## src/rtl/pedal_chain_sequencer.sv

```systemverilog
// pedal_chain_sequencer
// Carries one audio sample at a time through NUM_SLOTS effect slots in series.
// Slot 0 runs first. Each slot has a start/done handshake and a per-sample
// latched bypass bit. Each sample produces one registered result.
// Optional feature: define PEDAL_TIMEOUT_EN to abandon a slot that has not
// answered within TIMEOUT cycles. When the macro is undefined, the sequencer
// waits indefinitely and timeout_err stays 0.
module pedal_chain_sequencer #(
  parameter int WIDTH     = 16,
  parameter int NUM_SLOTS = 4,
  parameter int TIMEOUT   = 255
) (
  input  logic                       Clk,
  input  logic                       Reset,
  input  logic [WIDTH-1:0]           sample_in,
  input  logic                       sample_valid,
  input  logic [NUM_SLOTS-1:0]       bypass,
  output logic [WIDTH-1:0]           slot_data,
  output logic [NUM_SLOTS-1:0]       slot_start,
  input  logic [NUM_SLOTS*WIDTH-1:0] slot_out,
  input  logic [NUM_SLOTS-1:0]       slot_done,
  output logic [WIDTH-1:0]           sample_out,
  output logic                       out_valid,
  output logic                       busy,
  output logic                       overrun,
  output logic                       timeout_err
);

  localparam int IW = (NUM_SLOTS > 1) ? $clog2(NUM_SLOTS) : 1;

  typedef enum logic [1:0] {
    IDLE = 2'd0,
    SLOT = 2'd1,
    EMIT = 2'd2
  } state_t;

  if ((NUM_SLOTS < 1) || (NUM_SLOTS > 8) || (TIMEOUT < 1)) begin : g_param_check
    $error("pedal_chain_sequencer: NUM_SLOTS must be 1..8 and TIMEOUT >= 1");
  end

  state_t               state_reg;
  logic [IW-1:0]        idx_reg;
  logic [WIDTH-1:0]     work_reg;
  logic [NUM_SLOTS-1:0] byp_reg;
  logic [WIDTH-1:0]     sample_out_reg;
  logic                 out_valid_reg;

  // Slot results unpacked so the active one can be selected by idx.
  logic [WIDTH-1:0] slot_res [NUM_SLOTS];

  for (genvar gi = 0; gi < NUM_SLOTS; gi++) begin : g_unpack
    assign slot_res[gi] = slot_out[gi*WIDTH +: WIDTH];
  end

  logic             cur_byp;
  logic             cur_done;
  logic [WIDTH-1:0] cur_res;
  logic             last_slot;
  logic             in_slot;
  logic             active;
  logic             waiting;
  logic             expired;
  logic             advance;
  logic             take;

  assign in_slot   = (state_reg == SLOT);
  assign cur_byp   = byp_reg[idx_reg];
  assign cur_done  = slot_done[idx_reg];
  assign cur_res   = slot_res[idx_reg];
  assign last_slot = (idx_reg == IW'(NUM_SLOTS - 1));
  assign active    = in_slot && !cur_byp;
  assign waiting   = active && !cur_done;
  // A bypassed slot always leaves after one cycle. An active slot leaves on
  // done, or on expiry when the timeout feature is built in.
  assign advance   = in_slot && (cur_byp || cur_done || expired);
  assign take      = active && cur_done;

  // One-hot start to the active, non-bypassed slot. It is held until the
  // sequencer moves on.
  for (genvar gi = 0; gi < NUM_SLOTS; gi++) begin : g_start
    assign slot_start[gi] = active && (idx_reg == IW'(gi));
  end

  assign slot_data   = active ? work_reg : '0;
  assign sample_out  = sample_out_reg;
  assign out_valid   = out_valid_reg;
  assign busy        = (state_reg != IDLE);
  assign overrun     = sample_valid && (state_reg != IDLE) && !Reset;

`ifdef PEDAL_TIMEOUT_EN
  localparam int CW = $clog2(TIMEOUT + 1);

  logic [CW-1:0] wait_cnt_reg;
  logic          timeout_err_reg;

  assign expired     = waiting && (wait_cnt_reg == CW'(TIMEOUT - 1));
  assign timeout_err = timeout_err_reg;

  // Count the cycles an active slot has waited. The count restarts on every
  // slot entry. The sticky error is raised when a slot is abandoned.
  always_ff @(posedge Clk) begin
    if (Reset) begin
      wait_cnt_reg    <= '0;
      timeout_err_reg <= 1'b0;
    end else if (waiting && !expired) begin
      wait_cnt_reg <= wait_cnt_reg + CW'(1);
    end else begin
      wait_cnt_reg <= '0;
      if (expired) begin
        timeout_err_reg <= 1'b1;
      end
    end
  end
`else
  assign expired     = 1'b0;
  assign timeout_err = 1'b0;
`endif

  // Sequencer: capture in IDLE, walk the slots, then present the result.
  // The result and out_valid are registered on the edge that leaves the last
  // slot, so both are visible during the EMIT cycle.
  always_ff @(posedge Clk) begin
    if (Reset) begin
      state_reg      <= IDLE;
      idx_reg        <= '0;
      work_reg       <= '0;
      byp_reg        <= '0;
      sample_out_reg <= '0;
      out_valid_reg  <= 1'b0;
    end else begin
      out_valid_reg <= 1'b0;
      case (state_reg)
        IDLE: begin
          if (sample_valid) begin
            work_reg  <= sample_in;
            byp_reg   <= bypass;
            idx_reg   <= '0;
            state_reg <= SLOT;
          end
        end
        SLOT: begin
          if (advance) begin
            if (take) begin
              work_reg <= cur_res;
            end
            if (last_slot) begin
              sample_out_reg <= take ? cur_res : work_reg;
              out_valid_reg  <= 1'b1;
              state_reg      <= EMIT;
            end else begin
              idx_reg <= idx_reg + IW'(1);
            end
          end
        end
        EMIT: begin
          state_reg <= IDLE;
        end
        default: begin
          state_reg <= IDLE;
        end
      endcase
    end
  end

endmodule
```

## config.mk

```make
export PLATFORM = sky130hd
export DESIGN_NAME = pedal_chain_sequencer
export DESIGN_NICKNAME = d
export VERILOG_FILES = /design/src/rtl/pedal_chain_sequencer.sv
export SDC_FILE = /design/constraint.sdc
export NUM_CORES = 1
export LEC_CHECK = 0
export BUFFER_PORTS_ARGS = -buffer_cell sky130_fd_sc_hd__buf_4
export CORE_MARGIN = 2
export CORE_UTILIZATION = 40
export DETAILED_ROUTE_END_ITERATION = 8
export PLACE_DENSITY = 0.76
export SLEW_MARGIN = 20
export SYNTH_ARGS = -nofsm -noshare
export SYNTH_HDL_FRONTEND = slang
export SYNTH_SLANG_ARGS = --single-unit
```

## constraint.sdc

```tcl
create_clock -name Clk -period 2.1 [get_ports Clk]
set_input_delay 0 -clock Clk [delete_from_list [all_inputs] [get_ports Clk]]
set_output_delay 0 -clock Clk [all_outputs]
set_load 0.01 [all_outputs]
```

==> impl_results.html <==
<table>
<tr><th>Metric</th><th>Value</th></tr>
<tr><th colspan="2">Placed design</th></tr>
<tr><td>DPL Wire Length</td><td>approximately 6.3 mm</td></tr>
<tr><td>Count of buffers from port buffering</td><td>about 130</td></tr>
<tr><td>Routability-driven placement congestion ratio</td><td>~0.85</td></tr>
<tr><td>Placed Instances</td><td>between 400 and 500</td></tr>
<tr><th colspan="2">Detailed routing</th></tr>
<tr><td>Vias per Instance</td><td>around 5.6</td></tr>
<tr><td>DRT Wirelength</td><td>8.54 mm</td></tr>
<tr><td>Number of nets still failing antenna checks after routing</td><td>0</td></tr>
<tr><td>Final routed DRC violation total</td><td>0</td></tr>
<tr><td>Pre-antenna DRT Iters</td><td>4</td></tr>
<tr><td>Routed vias</td><td>between 2000 and 3000</td></tr>
<tr><td>Post-detailed-route wirelength per cell</td><td>about 18 um</td></tr>
<tr><td>Detailed router's first-iteration violation count</td><td>~140</td></tr>
<tr><th colspan="2">GRT</th></tr>
<tr><td>Pin count of the biggest net entering global routing</td><td>36</td></tr>
<tr><td>Final global-route overflow total</td><td>0</td></tr>
<tr><td>All-layer global routing usage</td><td>a little under a quarter</td></tr>
<tr><td>Global-route wire length before repair</td><td>around 13 mm</td></tr>
<tr><td>Number of global-route vias before repair</td><td>2782</td></tr>
<tr><td>Initial antenna violation count</td><td>0</td></tr>
<tr><th colspan="2">Synthesis</th></tr>
<tr><td>Cell taking the most area after synthesis</td><td>sky130_fd_sc_hd__dfxtp_1</td></tr>
<tr><td>Synth unique cells</td><td>37</td></tr>
<tr><td>Register bit count reported by yosys</td><td>41</td></tr>
<tr><td>Most numerous cell in the Yosys netlist</td><td>sky130_fd_sc_hd__dfxtp_1</td></tr>
<tr><td>Number of enable-type register cells in the synthesized netlist</td><td>0</td></tr>
<tr><td>Netlist Area Pre-Place</td><td>2580 um^2</td></tr>
<tr><td>Top cells by instance count after synthesis</td><td>41 x sky130_fd_sc_hd__dfxtp_1, 34 x sky130_fd_sc_hd__nor3_1, 26 x sky130_fd_sc_hd__o21ai_0</td></tr>
<tr><td>Top cell type's share of synthesized area</td><td>between 30% and 40%</td></tr>
<tr><td>Gate Count Post-Synth</td><td>around 280</td></tr>
<tr><td>Top area cells in the synthesized netlist</td><td>sky130_fd_sc_hd__dfxtp_1 32%, sky130_fd_sc_hd__mux4_2 16%, sky130_fd_sc_hd__mux2i_1 8.2%, sky130_fd_sc_hd__nor3_1 6.6%, sky130_fd_sc_hd__o21ai_0 5.0%</td></tr>
<tr><td>Mapped Avg Cell Area</td><td>9.34 um^2</td></tr>
<tr><td>Async set or reset register ratio after synthesis</td><td>0%</td></tr>
<tr><td>Synthesis warning total</td><td>0</td></tr>
<tr><td>Proportion of synthesized chip area in sequential cells</td><td>a little under a third</td></tr>
<tr><td>Predominant post-synthesis flop cell</td><td>sky130_fd_sc_hd__dfxtp_1</td></tr>
<tr><td>Synthesized Nets</td><td>about 370</td></tr>
<tr><th colspan="2">STA</th></tr>
<tr><td>Peak clock frequency supported by timing</td><td>roughly 510 MHz</td></tr>
<tr><td>Worst-Margin Slew</td><td>around 520 ps</td></tr>
<tr><td>Worst slew margin relative to its limit</td><td>between 60% and 70%</td></tr>
<tr><td>Final critical path time including I/O delays and setup</td><td>1970 ps</td></tr>
<tr><td>Unrepaired setup endpoints after global routing</td><td>false</td></tr>
<tr><td>Post-Route Setup TNS</td><td>0 ps</td></tr>
<tr><td>Tcrit/Tclk final</td><td>a little over nine tenths</td></tr>
<tr><td>Pins Over Slew Limit</td><td>0</td></tr>
<tr><td>Finish-stage setup viols</td><td>0</td></tr>
<tr><td>Maximum clock skew at final layout</td><td>a little under 8 ps</td></tr>
<tr><td>Final Hold Violating Endpoints</td><td>0</td></tr>
<tr><th colspan="2">Floorplanning</th></tr>
<tr><td>Std-Cell Core Area</td><td>between 6000 and 7000 um^2</td></tr>
<tr><td>Number of top-level design ports</td><td>roughly 130</td></tr>
<tr><td>Area enclosed by the die boundary</td><td>between 7000 and 8000 um^2</td></tr>
<tr><td>Standard-cell row count</td><td>29</td></tr>
<tr><td>Die width</td><td>84.3 um</td></tr>
<tr><td>Initial standard-cell utilization of the core</td><td>41.1%</td></tr>
<tr><td>Die span in y</td><td>approximately 84 um</td></tr>
<tr><th colspan="2">Setup path</th></tr>
<tr><td>Crit-path max FO</td><td>16</td></tr>
<tr><td>Worst setup endpoint</td><td>work_reg[13]</td></tr>
<tr><td>Endpoint of the lowest-slack register-to-register path</td><td>work_reg[13]</td></tr>
<tr><td>Kind of start point of the critical path</td><td>register</td></tr>
<tr><td>Required time of the worst setup path</td><td>about 2300 ps</td></tr>
<tr><td>Arrival time worst endpoint</td><td>2160 ps</td></tr>
<tr><td>Critical path type</td><td>reg2reg</td></tr>
<tr><td>CP Launch Point</td><td>idx_reg[0]</td></tr>
<tr><td>Worst-case reg-to-reg path depth</td><td>4</td></tr>
<tr><td>Critical register-to-register path startpoint</td><td>idx_reg[0]</td></tr>
<tr><td>Minimum setup slack among reg-to-reg paths</td><td>about 130 ps</td></tr>
<tr><td>Worst Setup End Kind</td><td>register</td></tr>
<tr><th colspan="2">Hold path</th></tr>
<tr><td>Worst Hold Class</td><td>in2reg</td></tr>
<tr><th colspan="2">Pwr</th></tr>
<tr><td>LEAKAGE</td><td>0.00173 uW</td></tr>
<tr><td>Ratio of total power to cell area</td><td>between 500 and 600 nW/um^2</td></tr>
<tr><td>Maximum resistive drop on vdd</td><td>roughly 300 uV</td></tr>
<tr><th colspan="2">Cells and area</th></tr>
<tr><td>Final instance count without filler cells</td><td>between 400 and 500</td></tr>
<tr><td>Fill cell count</td><td>564</td></tr>
<tr><td>Net count of the finished layout</td><td>501</td></tr>
<tr><td>Number of antenna repair diodes</td><td>0</td></tr>
<tr><td>Synth-to-Final Area Change</td><td>47.3%</td></tr>
<tr><td>Fraction of final layout cells sized beyond drive strength 1</td><td>between 40% and 50%</td></tr>
<tr><th colspan="2">Clock tree</th></tr>
<tr><td>H-tree Lvls</td><td>2</td></tr>
<tr><td>Number of sinks handled by clock tree synthesis</td><td>41</td></tr>
<tr><td>Insertion delay to the later sink of the worst-skew pair</td><td>300 ps</td></tr>
<tr><td>Clk Tree Root Cell</td><td>sky130_fd_sc_hd__clkbuf_8</td></tr>
<tr><td>CTS clock-pin slew for the worst setup and hold paths</td><td>80 ps</td></tr>
<tr><td>CTS tree</td><td>yes</td></tr>
<tr><td>Setup Fix Bufs, Post-CTS</td><td>0</td></tr>
<tr><td>Clock Tree Buf Depth</td><td>2</td></tr>
<tr><td>CTS Buf Count</td><td>5</td></tr>
<tr><th colspan="2">Outcome</th></tr>
<tr><td>Result of the run</td><td>finished clean</td></tr>
<tr><th colspan="2">Run</th></tr>
<tr><td>Max-capacitance violation count</td><td>0</td></tr>
</table>
[cell usage in the layout, fill, tap and decap left out, drive strengths merged]
cell type	Yosys	routed
o211a	1	1
o211ai	1	1
o31ai	1	1
o32ai	16	16
a31oi	1	1
inv	21	21
clkbuf	8	7
mux2i	21	21
o21ai	33	33
nor3	34	34
nand3b	1	1
conb	1	1
and3	1	1
bufinv	0	1
nor2b	2	2
a21oi	15	15
mux4	18	19
nor2	25	25
nor3b	1	1
dfxtp	41	41
and2	5	5
or2	1	1
buf	17	142
nand2	2	2
dlygate4sd3	0	5
o21ba	1	1
ha	4	4
nand2b	2	2
o311a	2	2
[timing repair]
item	in CTS	in global routing
gates resized for setup	0	1
setup endpoints to repair	0	12
hold buffers	5	0
hold endpoints to repair	6	0
[stage by stage]
stage               total power [uW]  cell area [um^2]  setup WS (ps)  hold slack [ps]  utilization, %
floorplan                       1210              2580            157             72.4               -
global placement                1440              3600            178              222            57.4
detailed placement              1450              3600           91.6              232            57.4
CTS                             2110              3770           70.8             70.6            60.0
global route                    2210              3800           14.8             84.5            60.5
finish                          2120              3800            127             69.0            60.5
[layer usage]
metal | track usage, % | share of wire [%] | vias up
met1 | 26.3 | 38 | 1265
met3 | 5.90 | 8.7 | 16
met5 | 0 | 0 | -
met2 | 42.2 | 51 | 142
met4 | 5.87 | 1.8 | 0
li1 | - | - | 1281
[report_power, final]
group          switching, uW  leakage (uW)  internal, uW
sequential              38.0      0.000335           821
combinational            275       0.00133           318
clock                    277     0.0000585           388
total                    591       0.00173          1530
[how the worst min path moves through the flow]
stage,slack [ps],end,depth (start not counted),startpoint
floorplan,70,byp_reg[0],1,Reset
global placement,220,byp_reg[2],2,Reset
detailed placement,230,byp_reg[0],2,Reset
CTS,70,work_reg[1],3,sample_in[1]
global route,80,work_reg[6],3,sample_in[6]
finish,70,work_reg[2],3,sample_in[2]
[worst max-delay path, stage by stage (launching register included)]
cell and delay, ps:
sky130_fd_sc_hd__dfxtp_2 400, sky130_fd_sc_hd__mux4_2 630, sky130_fd_sc_hd__nor2b_4 400, sky130_fd_sc_hd__nor3_1 100, sky130_fd_sc_hd__o32ai_1 320
[layout make-up]
| type | count | area, um^2 | area share (%) |
|---|---|---|---|
| sequential | 41 | 822 | 21.7 |
| tap | 77 | 96.3 | 2.54 |
| multi-input combinational | 190 | 1550 | 40.9 |
| clock inverter | 1 | 30.0 | 0.791 |
| timing repair buffer | 147 | 1130 | 29.7 |
| clock buffer | 7 | 86.3 | 2.27 |
| inverter | 21 | 78.8 | 2.08 |
[logic make-up (layout without fill, tap and decap cells)]
logic type,Yosys count,in the layout,share of synthesized area (%)
buf+inv,46,176,8.88
flops,41,41,31.8
mux,39,40,23.9
simple gates,74,74,14.7
other cells,1,1,0.145
fa+ha+maj,4,4,1.94
compound gates,71,71,18.6
No activity file was read; power rests on OpenSTA's default activity.
